===== config.mk =====
export PLATFORM = sky130hd
export DESIGN_NAME = mem_port_arbiter
export DESIGN_NICKNAME = d
export VERILOG_FILES = /design/src/rtl/arb_pkg.sv /design/src/rtl/arb_priority.sv /design/src/rtl/mem_port_arbiter.sv
export SDC_FILE = /design/constraint.sdc
export NUM_CORES = 1
export LEC_CHECK = 0
export CAP_MARGIN = 20
export CORE_ASPECT_RATIO = 1.75
export CORE_MARGIN = 8
export CORE_UTILIZATION = 44
export DETAILED_ROUTE_END_ITERATION = 6
export GPL_TIMING_DRIVEN = 1
export PLACE_DENSITY = 0.85
export SLEW_MARGIN = 15
export SYNTH_ARGS = -nofsm -noshare
export SYNTH_HDL_FRONTEND = slang
export SYNTH_HIERARCHICAL = 1
export SYNTH_SLANG_ARGS = --single-unit

===== constraint.sdc =====
create_clock -name CLK -period 3 [get_ports CLK]
set_input_delay 0.75 -clock CLK [delete_from_list [all_inputs] [get_ports CLK]]
set_output_delay 0.75 -clock CLK [all_outputs]
set_load 0.02 [all_outputs]

===== src/rtl/arb_pkg.sv =====
// Shared types for the unified-memory port arbiter.
// State encoding and counter widths.
package arb_pkg;

  typedef enum logic [1:0] {
    IDLE       = 2'd0,
    FETCH_BUSY = 2'd1,
    DATA_BUSY  = 2'd2
  } arb_state_t;

  localparam int STREAK_W = 4;
  localparam int TMO_W    = 16;

endpackage


===== src/rtl/arb_priority.sv =====
// Winner selection between fetch and data requesters.
// Data wins unless fetch has waited out a full data streak.
module arb_priority
  import arb_pkg::*;
#(
  parameter int MAX_DATA_STREAK = 4
) (
  input  logic                f_req,
  input  logic                f_done,
  input  logic                d_req,
  input  logic                d_done,
  input  logic [STREAK_W-1:0] streak,
  output logic                f_elig,
  output logic                grant_f,
  output logic                grant_d
);

  localparam logic [STREAK_W-1:0] MAX_S =
    STREAK_W'(MAX_DATA_STREAK);

  logic d_elig;
  logic f_force;

  always_comb begin
    f_elig  = f_req & ~f_done;
    d_elig  = d_req & ~d_done;
    f_force = f_elig & (streak == MAX_S);
    grant_d = d_elig & ~f_force;
    grant_f = f_elig & ~grant_d;
  end

endmodule


===== src/rtl/mem_port_arbiter.sv =====
// Fetch/data arbiter for a single-ported unified memory.
// Optional watchdog and ARB_ERR flag: define ARB_TIMEOUT_EN.
module mem_port_arbiter
  import arb_pkg::*;
#(
  parameter int ADDR_W          = 32,
  parameter int DATA_W          = 32,
  parameter int MAX_DATA_STREAK = 4,
  parameter int TIMEOUT_CYCLES  = 255
) (
  input  logic              CLK,
  input  logic              RST_N,
`ifdef ARB_TIMEOUT_EN
  output logic              ARB_ERR,
`endif
  input  logic              F_REQ,
  input  logic [ADDR_W-1:0] F_ADDR,
  output logic              F_DONE,
  output logic [DATA_W-1:0] F_RDATA,
  input  logic              D_REQ,
  input  logic              D_WE,
  input  logic [ADDR_W-1:0] D_ADDR,
  input  logic [DATA_W-1:0] D_WDATA,
  output logic              D_DONE,
  output logic [DATA_W-1:0] D_RDATA,
  output logic              MEM_REQ,
  output logic              MEM_WE,
  output logic [ADDR_W-1:0] MEM_ADDR,
  output logic [DATA_W-1:0] MEM_WDATA,
  input  logic [DATA_W-1:0] MEM_RDATA,
  input  logic              MEM_READY,
  output logic              StallF,
  output logic              StallM
);

  localparam logic [STREAK_W-1:0] MAX_S =
    STREAK_W'(MAX_DATA_STREAK);

  arb_state_t          state_q, state_d;
  logic [STREAK_W-1:0] streak_q, streak_d;
  logic                mem_req_q, mem_req_d;
  logic                mem_we_q, mem_we_d;
  logic [ADDR_W-1:0]   mem_addr_q, mem_addr_d;
  logic [DATA_W-1:0]   mem_wdata_q, mem_wdata_d;
  logic                f_done_q, f_done_d;
  logic                d_done_q, d_done_d;
  logic [DATA_W-1:0]   f_rdata_q, f_rdata_d;
  logic [DATA_W-1:0]   d_rdata_q, d_rdata_d;

  logic                f_elig;
  logic                grant_f;
  logic                grant_d;
  logic                fin;
  logic [DATA_W-1:0]   fin_data;

`ifdef ARB_TIMEOUT_EN
  localparam logic [TMO_W-1:0] TMO_LIM =
    TMO_W'(TIMEOUT_CYCLES - 1);
  logic [TMO_W-1:0] wdog_q, wdog_d;
  logic             err_q, err_d;
`else
  logic unused_cfg;
  assign unused_cfg = ^32'(TIMEOUT_CYCLES);
`endif

  arb_priority #(
    .MAX_DATA_STREAK(MAX_DATA_STREAK)
  ) u_prio (
    .f_req  (F_REQ),
    .f_done (f_done_q),
    .d_req  (D_REQ),
    .d_done (d_done_q),
    .streak (streak_q),
    .f_elig (f_elig),
    .grant_f(grant_f),
    .grant_d(grant_d)
  );

  always_comb begin
    state_d     = state_q;
    streak_d    = streak_q;
    mem_req_d   = mem_req_q;
    mem_we_d    = mem_we_q;
    mem_addr_d  = mem_addr_q;
    mem_wdata_d = mem_wdata_q;
    f_done_d    = 1'b0;
    d_done_d    = 1'b0;
    f_rdata_d   = f_rdata_q;
    d_rdata_d   = d_rdata_q;
    fin         = 1'b0;
    fin_data    = MEM_RDATA;
`ifdef ARB_TIMEOUT_EN
    wdog_d      = wdog_q;
    err_d       = err_q;
`endif
    unique case (state_q)
      IDLE: begin
        if (grant_d) begin
          state_d     = DATA_BUSY;
          mem_req_d   = 1'b1;
          mem_we_d    = D_WE;
          mem_addr_d  = D_ADDR;
          mem_wdata_d = D_WDATA;
          // streak only grows while fetch is actually waiting
          if (!f_elig)
            streak_d = '0;
          else if (streak_q != MAX_S)
            streak_d = streak_q + STREAK_W'(1);
        end else if (grant_f) begin
          state_d     = FETCH_BUSY;
          mem_req_d   = 1'b1;
          mem_we_d    = 1'b0;
          mem_addr_d  = F_ADDR;
          mem_wdata_d = '0;
          streak_d    = '0;
        end
      end
      FETCH_BUSY, DATA_BUSY: begin
        if (MEM_READY) begin
          fin = 1'b1;
`ifdef ARB_TIMEOUT_EN
        end else if (wdog_q == TMO_LIM) begin
          fin      = 1'b1;
          fin_data = '0;
          err_d    = 1'b1;
        end else begin
          wdog_d = wdog_q + TMO_W'(1);
`endif
        end
        if (fin) begin
          mem_req_d = 1'b0;
          state_d   = IDLE;
`ifdef ARB_TIMEOUT_EN
          wdog_d    = '0;
`endif
          if (state_q == FETCH_BUSY) begin
            f_done_d  = 1'b1;
            f_rdata_d = fin_data;
          end else begin
            d_done_d  = 1'b1;
            d_rdata_d = fin_data;
          end
        end
      end
      default: state_d = IDLE;
    endcase
  end

  always_ff @(posedge CLK or negedge RST_N) begin
    if (!RST_N) begin
      state_q     <= IDLE;
      streak_q    <= '0;
      mem_req_q   <= 1'b0;
      mem_we_q    <= 1'b0;
      mem_addr_q  <= '0;
      mem_wdata_q <= '0;
      f_done_q    <= 1'b0;
      d_done_q    <= 1'b0;
      f_rdata_q   <= '0;
      d_rdata_q   <= '0;
    end else begin
      state_q     <= state_d;
      streak_q    <= streak_d;
      mem_req_q   <= mem_req_d;
      mem_we_q    <= mem_we_d;
      mem_addr_q  <= mem_addr_d;
      mem_wdata_q <= mem_wdata_d;
      f_done_q    <= f_done_d;
      d_done_q    <= d_done_d;
      f_rdata_q   <= f_rdata_d;
      d_rdata_q   <= d_rdata_d;
    end
  end

`ifdef ARB_TIMEOUT_EN
  always_ff @(posedge CLK or negedge RST_N) begin
    if (!RST_N) begin
      wdog_q <= '0;
      err_q  <= 1'b0;
    end else begin
      wdog_q <= wdog_d;
      err_q  <= err_d;
    end
  end

  assign ARB_ERR = err_q;
`endif

  assign MEM_REQ   = mem_req_q;
  assign MEM_WE    = mem_we_q;
  assign MEM_ADDR  = mem_addr_q;
  assign MEM_WDATA = mem_wdata_q;
  assign F_DONE    = f_done_q;
  assign D_DONE    = d_done_q;
  assign F_RDATA   = f_rdata_q;
  assign D_RDATA   = d_rdata_q;
  assign StallF    = F_REQ & ~f_done_q;
  assign StallM    = D_REQ & ~d_done_q;

endmodule

==> results of run 1 <==
[cell usage after synthesis (2+ instances only)]
library cell               number  area share
sky130_fd_sc_hd__dfrtp_1      138        0.61
sky130_fd_sc_hd__nand2_1       38       0.025
sky130_fd_sc_hd__mux2_2        35       0.069
sky130_fd_sc_hd__o21ai_0       35       0.031
sky130_fd_sc_hd__a22o_1        34       0.052
sky130_fd_sc_hd__mux2i_1       32       0.056
sky130_fd_sc_hd__mux2_4        29       0.077
sky130_fd_sc_hd__buf_2         11      0.0097
sky130_fd_sc_hd__inv_1          8      0.0053
sky130_fd_sc_hd__clkbuf_1       6      0.0040
sky130_fd_sc_hd__buf_4          5      0.0066
sky130_fd_sc_hd__ha_1           5       0.011
sky130_fd_sc_hd__a21oi_1        4      0.0035
sky130_fd_sc_hd__a31oi_1        3      0.0033
sky130_fd_sc_hd__buf_6          3      0.0059
sky130_fd_sc_hd__nand2b_1       3      0.0033
sky130_fd_sc_hd__nor2b_1        3      0.0033
sky130_fd_sc_hd__o21a_1         2      0.0026
[kinds of logic after synthesis]
group | Yosys count | synth area share
fa+ha+maj | 5 | 0.0110
flops | 138 | 0.607
compound gates | 85 | 0.103
buf+inv | 34 | 0.0323
mux | 96 | 0.202
simple gates | 52 | 0.0442
[where the power goes]
| part | switching, mW | internal [mW] |
|---|---|---|
| Sequential | 0.533 | 2.76 |
| Clock | 0.870 | 1.20 |
| Combinational | 2.60 | 2.68 |
| Total | 4.00 | 6.64 |
[worst max-delay path: stages]
cell and delay, ps:
sky130_fd_sc_hd__clkdlybuf4s50_1 490, sky130_fd_sc_hd__nor2b_1 170, sky130_fd_sc_hd__clkdlybuf4s50_1 630
[through the flow]
step,util,cells
2_1_floorplan,-,410
3_3_place_gp,0.667,829
3_5_place_dp,0.667,829
4_1_cts,0.713,861
5_1_grt,0.713,861
6_report,0.713,861
[final timing paths]
| check | slack [ps] | endpoint | depth (start not counted) | from |
|---|---|---|---|---|
| hold / removal | 250 | MEM_WDATA[31]$_DFFE_PN0P_ | 1 | RST_N |
| setup / recovery | 210 | StallM | 3 | D_REQ |
| setup reg to reg | 940 | D_RDATA[1]$_DFFE_PN0P_ | 6 | state_q[1]$_DFFE_PN0P_ |
| hold reg to reg | 480 | MEM_ADDR[17]$_DFFE_PN0P_ | 2 | MEM_ADDR[17]$_DFFE_PN0P_ |
| min in group CLK | 480 | MEM_ADDR[17]$_DFFE_PN0P_ | 2 | MEM_ADDR[17]$_DFFE_PN0P_ |
| max in group asynchronous | 1990 | F_RDATA[12]$_DFFE_PN0P_ | 2 | RST_N |
[layout make-up]
| class | count | area, um^2 |
|---|---|---|
| inverters | 8 | 30.0 |
| multi-input cells | 238 | 2060 |
| clock inverters | 14 | 149 |
| flip-flops and latches | 138 | 3450 |
| fillers | 897 | 3670 |
| repair buffers | 274 | 2780 |
| clock buffers | 18 | 439 |
| well taps | 171 | 214 |
[sequential cells by signal, indices dropped and copies added, names as in the netlist]
register and count:
MEM_ADDR 32, MEM_WDATA 32, state_q 2, F_DONE 1, F_RDATA 32, MEM_REQ 1
MEM_WE 1, D_RDATA 32, streak_q 4, D_DONE 1
[routing by layer]
layer | track usage | wire, um | up-vias | share of wire
met5 | 0 | 0 | - | 0
met4 | 0.114 | 830 | 0 | 0.047
met3 | 0.0585 | 1140 | 51 | 0.065
met2 | 0.380 | 9420 | 192 | 0.54
met1 | 0.211 | 6120 | 2102 | 0.35
li1 | - | - | 1990 | -
==> summary.md, run 1 <==
| Metric | Value |
|---|---|
| Outcome | finished clean |
| Library cells used by synthesis | 34 |
| Overall power of the completed layout | ~11 mW |
| Maximum vdd ir drop | between 0.0005 and 0.0006 V |
| Net count reported at finish | 816 |
| Final hold violations | 0 |
| Static Leakage | around 4.1 nW |
| Slew @ Worst Pin | between 500 and 600 ps |
| Power density of the placed cells | around 1200 nW/um^2 |
| Starting density of the core | 0.444 |
| Area of the mapped netlist | approximately 5700 um^2 |
| Crit share post-route | 0.931 |
| Crit path setup slack, layout | ~210 ps |
| Top library cells by usage in the layout, fill and taps aside | sky130_fd_sc_hd__clkdlybuf4s50_1, sky130_fd_sc_hd__dfrtp_1, sky130_fd_sc_hd__nand2_1 |
| Die width | approximately 100 um |
| Fmax achieved | around 0.36 GHz |
| Share of the yosys chip area belonging to registers | 0.607 |
| Syn. warnings | 6 |
| Area inside the core boundary | 12800 um^2 |
| Antenna violations before repair | 0 |
| Global router's overall resource usage | 0.212 |
| Class of the most critical hold timing path | primary input to async pin |
| Commonest non-fill, non-tap cell in the layout | sky130_fd_sc_hd__clkdlybuf4s50_1 |
| Vias in the first global route | around 4900 |
| Buffers on Ports | between 200 and 300 |
| Unrepaired setup endpoints after global routing | no |
| Crit end category | output port |
| Die Outline Area | between 15000 and 20000 um^2 |
| Clock latency of the later-clocked register in the worst-skew pair | approximately 410 ps |
| Final Max Tran Viols | 0 |
| Number of DRC violations after detailed routing | 0 |
| Final worst path period need | ~2800 ps |
| Post-DP HPWL | ~13000 um |
| Relative max-transition margin | 0.651 |
| CTS sink count | around 140 |
| Count of mapped cells out of synthesis | between 400 and 500 |
| Largest net degree at the start of global routing | just under 100 |
| TritonCTS clock tree | built |
| Endpoint required time on the critical path | 2250 ps |
| Total negative setup slack | 0 ps |
| Clk slew on worst S/H paths | 60 ps |
| Type of origin of the critical path | primary input |
| Vert. Die Dim | between 150 and 200 um |
| Worst Path Class, Setup | primary input to output port |
| Cell Rows | 55 |
| Number of failing setup endpoints in the final timing report | 0 |
| Pre-CTS WS | ~200 ps |
| Number of iterations in the first detailed-routing pass | 4 |
| Root Buffer Master | sky130_fd_sc_hd__clkbuf_16 |
| Deepest clock path buffer count | 2 |
| Initial DRC count | approximately 110 |
| Average via count per standard cell | slightly above 5 |
| Synthesis-to-layout area growth | 60.4% |
| Final non-filler cell area | about 9000 um^2 |
| Antenna Violating Nets Remaining | 0 |
| First-pass GRT wire length | between 20000 and 30000 um |
| Largest clock skew in the final design | approximately 13 ps |
| Routed via count | approximately 4300 |
| Predominant post-synthesis flop cell | sky130_fd_sc_hd__dfrtp_1 |
| Ports placed on the boundary | roughly 270 |
| Placer congestion estimate | just under 0.9 |
| Level count of the clock H-tree | 4 |
| Data arrival time of the worst path | 2040 ps |
| Number of flops mapped to enable cells by yosys | 0 |
| Number of flip-flops and latches in the synthesized netlist | approximately 140 |
| Net count of the mapped netlist | 549 |
| Hold-fix buffers, CTS | 0 |
| Fraction of final layout cells with drive strength greater than 1 | 0.159 |
| Synthesized area per cell | between 10 and 15 um^2 |
| Tightest hold margin | around 250 ps |
| CP Max Fanout | 2 |
| Setup Fix Bufs, Post-CTS | 0 |
| Average wire per standard cell | between 20 and 25 um |
| GRT overflow | 0 |
| Post-place instance area | 8540 um^2 |
| Count of antenna diodes in the layout | 0 |
| Number of max-cap violations | 0 |
| Total clock buffers created by CTS | 17 |
| Resized Gates After CTS | 0 |
| DRT Wirelength | approximately 18000 um |
| Share of flip-flops with an asynchronous set or reset | 1.00 |
Power figures use the tool's default switching activity.
==> run 2, diff against run 1 <==
--- a/config.mk
+++ b/config.mk
@@ -6,12 +6,15 @@
 export NUM_CORES = 1
 export LEC_CHECK = 0
 export CAP_MARGIN = 20
+export CELL_PAD_IN_SITES_DETAIL_PLACEMENT = 1
+export CELL_PAD_IN_SITES_GLOBAL_PLACEMENT = 2
 export CORE_ASPECT_RATIO = 1.75
 export CORE_MARGIN = 8
-export CORE_UTILIZATION = 44
+export CORE_UTILIZATION = 28
 export DETAILED_ROUTE_END_ITERATION = 6
 export GPL_TIMING_DRIVEN = 1
-export PLACE_DENSITY = 0.85
+export PLACE_DENSITY_LB_ADDON = 0.1
+export RECOVER_POWER = 50
 export SLEW_MARGIN = 15
 export SYNTH_ARGS = -nofsm -noshare
 export SYNTH_HDL_FRONTEND = slang
==> summary.md, run 2 (synthesized netlist as in run 1, its figures left out) <==
| Metric | Value |
|---|---|
| Slew @ Worst Pin | approximately 1300 ps |
| Net count reported at finish | about 830 |
| Total clock buffers created by CTS | 17 |
| Cell Rows | slightly below 70 |
| Commonest non-fill, non-tap cell in the layout | sky130_fd_sc_hd__clkdlybuf4s50_1 |
| CTS sink count | 138 |
| Starting density of the core | 0.283 |
| Clk slew on worst S/H paths | roughly 50 ps |
| Die width | 124 um |
| Die Outline Area | between 20000 and 30000 um^2 |
| Relative max-transition margin | 0.166 |
| Capture point of the worst reg-to-reg path | D_RDATA[9]$_DFFE_PN0P_ |
| Post-layout util | 0.457 |
| Root Buffer Master | sky130_fd_sc_hd__clkbuf_16 |
| Level count of the clock H-tree | 4 |
| Average via count per standard cell | roughly 4.7 |
| Initial DRC count | ~180 |
| Count of buffer and inverter cells on the critical path | 2 |
| Worst R2R Path Depth | 6 |
| Deepest clock path buffer count | 2 |
| Endpoint required time on the critical path | roughly 2300 ps |
| Final worst path period need | between 2000 and 3000 ps |
| Worst Setup SP | D_REQ |
| Worst Path Class, Setup | primary input to output port |
| Vias in the first global route | ~5100 |
| Filler instances | ~2200 |
| Vert. Die Dim | approximately 200 um |
| Crit share post-route | 0.906 |
| Largest clock skew in the final design | 5.70 ps |
| CP Max Fanout | 2 |
| Post-DP HPWL | between 10000 and 15000 um |
| TritonCTS clock tree | built |
| Number of failing setup endpoints in the final timing report | 0 |
| Antenna violations before repair | 1 |
| First-pass GRT wire length | slightly below 30000 um |
| GRT overflow | 0 |
| Resized Gates After CTS | 0 |
| Number of max-cap violations | 0 |
| Hold-fix buffers, CTS | 0 |
| Type of origin of the critical path | primary input |
| Static Leakage | 3.97 nW |
| Power density of the placed cells | 1150 nW/um^2 |
| DRT Wirelength | 19200 um |
| Data arrival time of the worst path | between 1500 and 2000 ps |
| Crit end category | output port |
| Area of the multi-input gates | between 1500 and 2000 um^2 |
| Critical Path, Cell by Cell | clkdlybuf4s50_1 > nor2b_1 > clkdlybuf4s50_1 |
| Hold endpoint | MEM_ADDR[3]$_DFFE_PN0P_ |
| Top library cells by usage in the layout, fill and taps aside | sky130_fd_sc_hd__clkdlybuf4s50_1, sky130_fd_sc_hd__dfrtp_1, sky130_fd_sc_hd__nand2_1 |
| Average wire per standard cell | between 20 and 25 um |
| Clock latency of the later-clocked register in the worst-skew pair | roughly 420 ps |
| Class of the most critical hold timing path | flip-flop to flip-flop |
| Global router's overall resource usage | 0.155 |
| Setup Fix Bufs, Post-CTS | 0 |
| Area inside the core boundary | between 20000 and 25000 um^2 |
| Routed via count | roughly 4400 |
| Number of DRC violations after detailed routing | 0 |
| Fraction of final layout cells with drive strength greater than 1 | 0.120 |
| Outcome | finished clean |
| Buffers on Ports | ~270 |
| Maximum vdd ir drop | between 0.0005 and 0.0006 V |
| Placer congestion estimate | ~0.71 |
| Flop2flop setup slack | 650 ps |
| Synthesis-to-layout area growth | 61.7% |
| Ports placed on the boundary | roughly 270 |
| Min-Delay Startpoint | MEM_ADDR[3]$_DFFE_PN0P_ |
| Fmax achieved | about 0.37 GHz |
| WHS Path Cells | 2 |
| Final hold violations | 0 |
| Start of the worst register-to-register path | state_q[0]$_DFFE_PN0P_ |
| Final Max Tran Viols | 0 |
| Largest net degree at the start of global routing | between 50 and 60 |
| Unrepaired setup endpoints after global routing | no |
| Highest-delay cell along the critical path | sky130_fd_sc_hd__clkdlybuf4s50_1 |
| Max stage delay on crit path | between 600 and 700 ps |
| Number of iterations in the first detailed-routing pass | 4 |
| Top cell family by delay on the critical path | buffers and inverters |
| Area taken by flip-flops and latches | ~3500 um^2 |
| Antenna Violating Nets Remaining | 0 |
| Cell with the most instances on the worst path | sky130_fd_sc_hd__clkdlybuf4s50_1 |
| Total negative setup slack | 0 ps |
-- run 2: cell count changes in the layout (fill, tap and decap cells not counted), moves of 4 or more --
| cell | change |
|---|---|
| sky130_fd_sc_hd__mux2_4 | -29 |
| sky130_fd_sc_hd__inv_6 | -5 |
| sky130_fd_sc_hd__clkbuf_2 | +4 |
| sky130_fd_sc_hd__clkbuf_1 | +5 |
| sky130_fd_sc_hd__mux2_1 | +29 |
| sky130_fd_sc_hd__inv_8 | -4 |
-- run 2: where the power goes --
part | switching (mW) | total [mW] | internal (mW)
clock | 0.775 | 2.17 | 1.39
combinational | 2.60 | 5.19 | 2.59
sequential | 0.493 | 3.25 | 2.76
total | 3.87 | 10.6 | 6.75
-- run 2: worst max path at each step --
stage,endpoint,slack (ps),cells after the start
3_3_place_gp,StallM,280,3
5_1_grt,StallF,240,3
4_1_cts,StallM,270,3
2_1_floorplan,MEM_WDATA[0]$_DFFE_PN0P_,950,7
3_5_place_dp,StallM,270,3
6_report,StallM,280,3
-- run 2: per-layer routing --
metal / share of wire / global-route usage
met5: 0 / 0
met4: 0.023 / 0.0640
met3: 0.11 / 0.0745
met2: 0.52 / 0.268
met1: 0.34 / 0.155
-- run 2: area by class of cell --
| class | count | share of cell area |
|---|---|---|
| Sequential cell | 138 | 0.375 |
| Timing Repair Buffer | 283 | 0.310 |
| Multi-Input combinational cell | 238 | 0.211 |
| Clock buffer | 25 | 0.0539 |
| Tap cell | 248 | 0.0337 |
| Clock inverter | 7 | 0.0122 |
| Inverter | 8 | 0.00326 |
| Antenna cell | 1 | 0.000272 |
-- run 2: per-stage QoR --
stage	power (mW)	cell area [um^2]	cells	worst slack [ps]	hold slack [ps]
global route	11.3	9200	948	235	508
finish	10.6	9200	948	283	476
global placement	8.73	8780	915	277	464
floorplan	6.09	5690	410	951	454
detailed placement	8.85	8780	915	274	472
CTS	11.1	9380	947	275	271
-- run 2: worst min-delay path, cell delays in order (launching register included) --
cell and delay, ps:
sky130_fd_sc_hd__dfrtp_1 340, sky130_fd_sc_hd__nand2_1 40, sky130_fd_sc_hd__o21ai_0 60
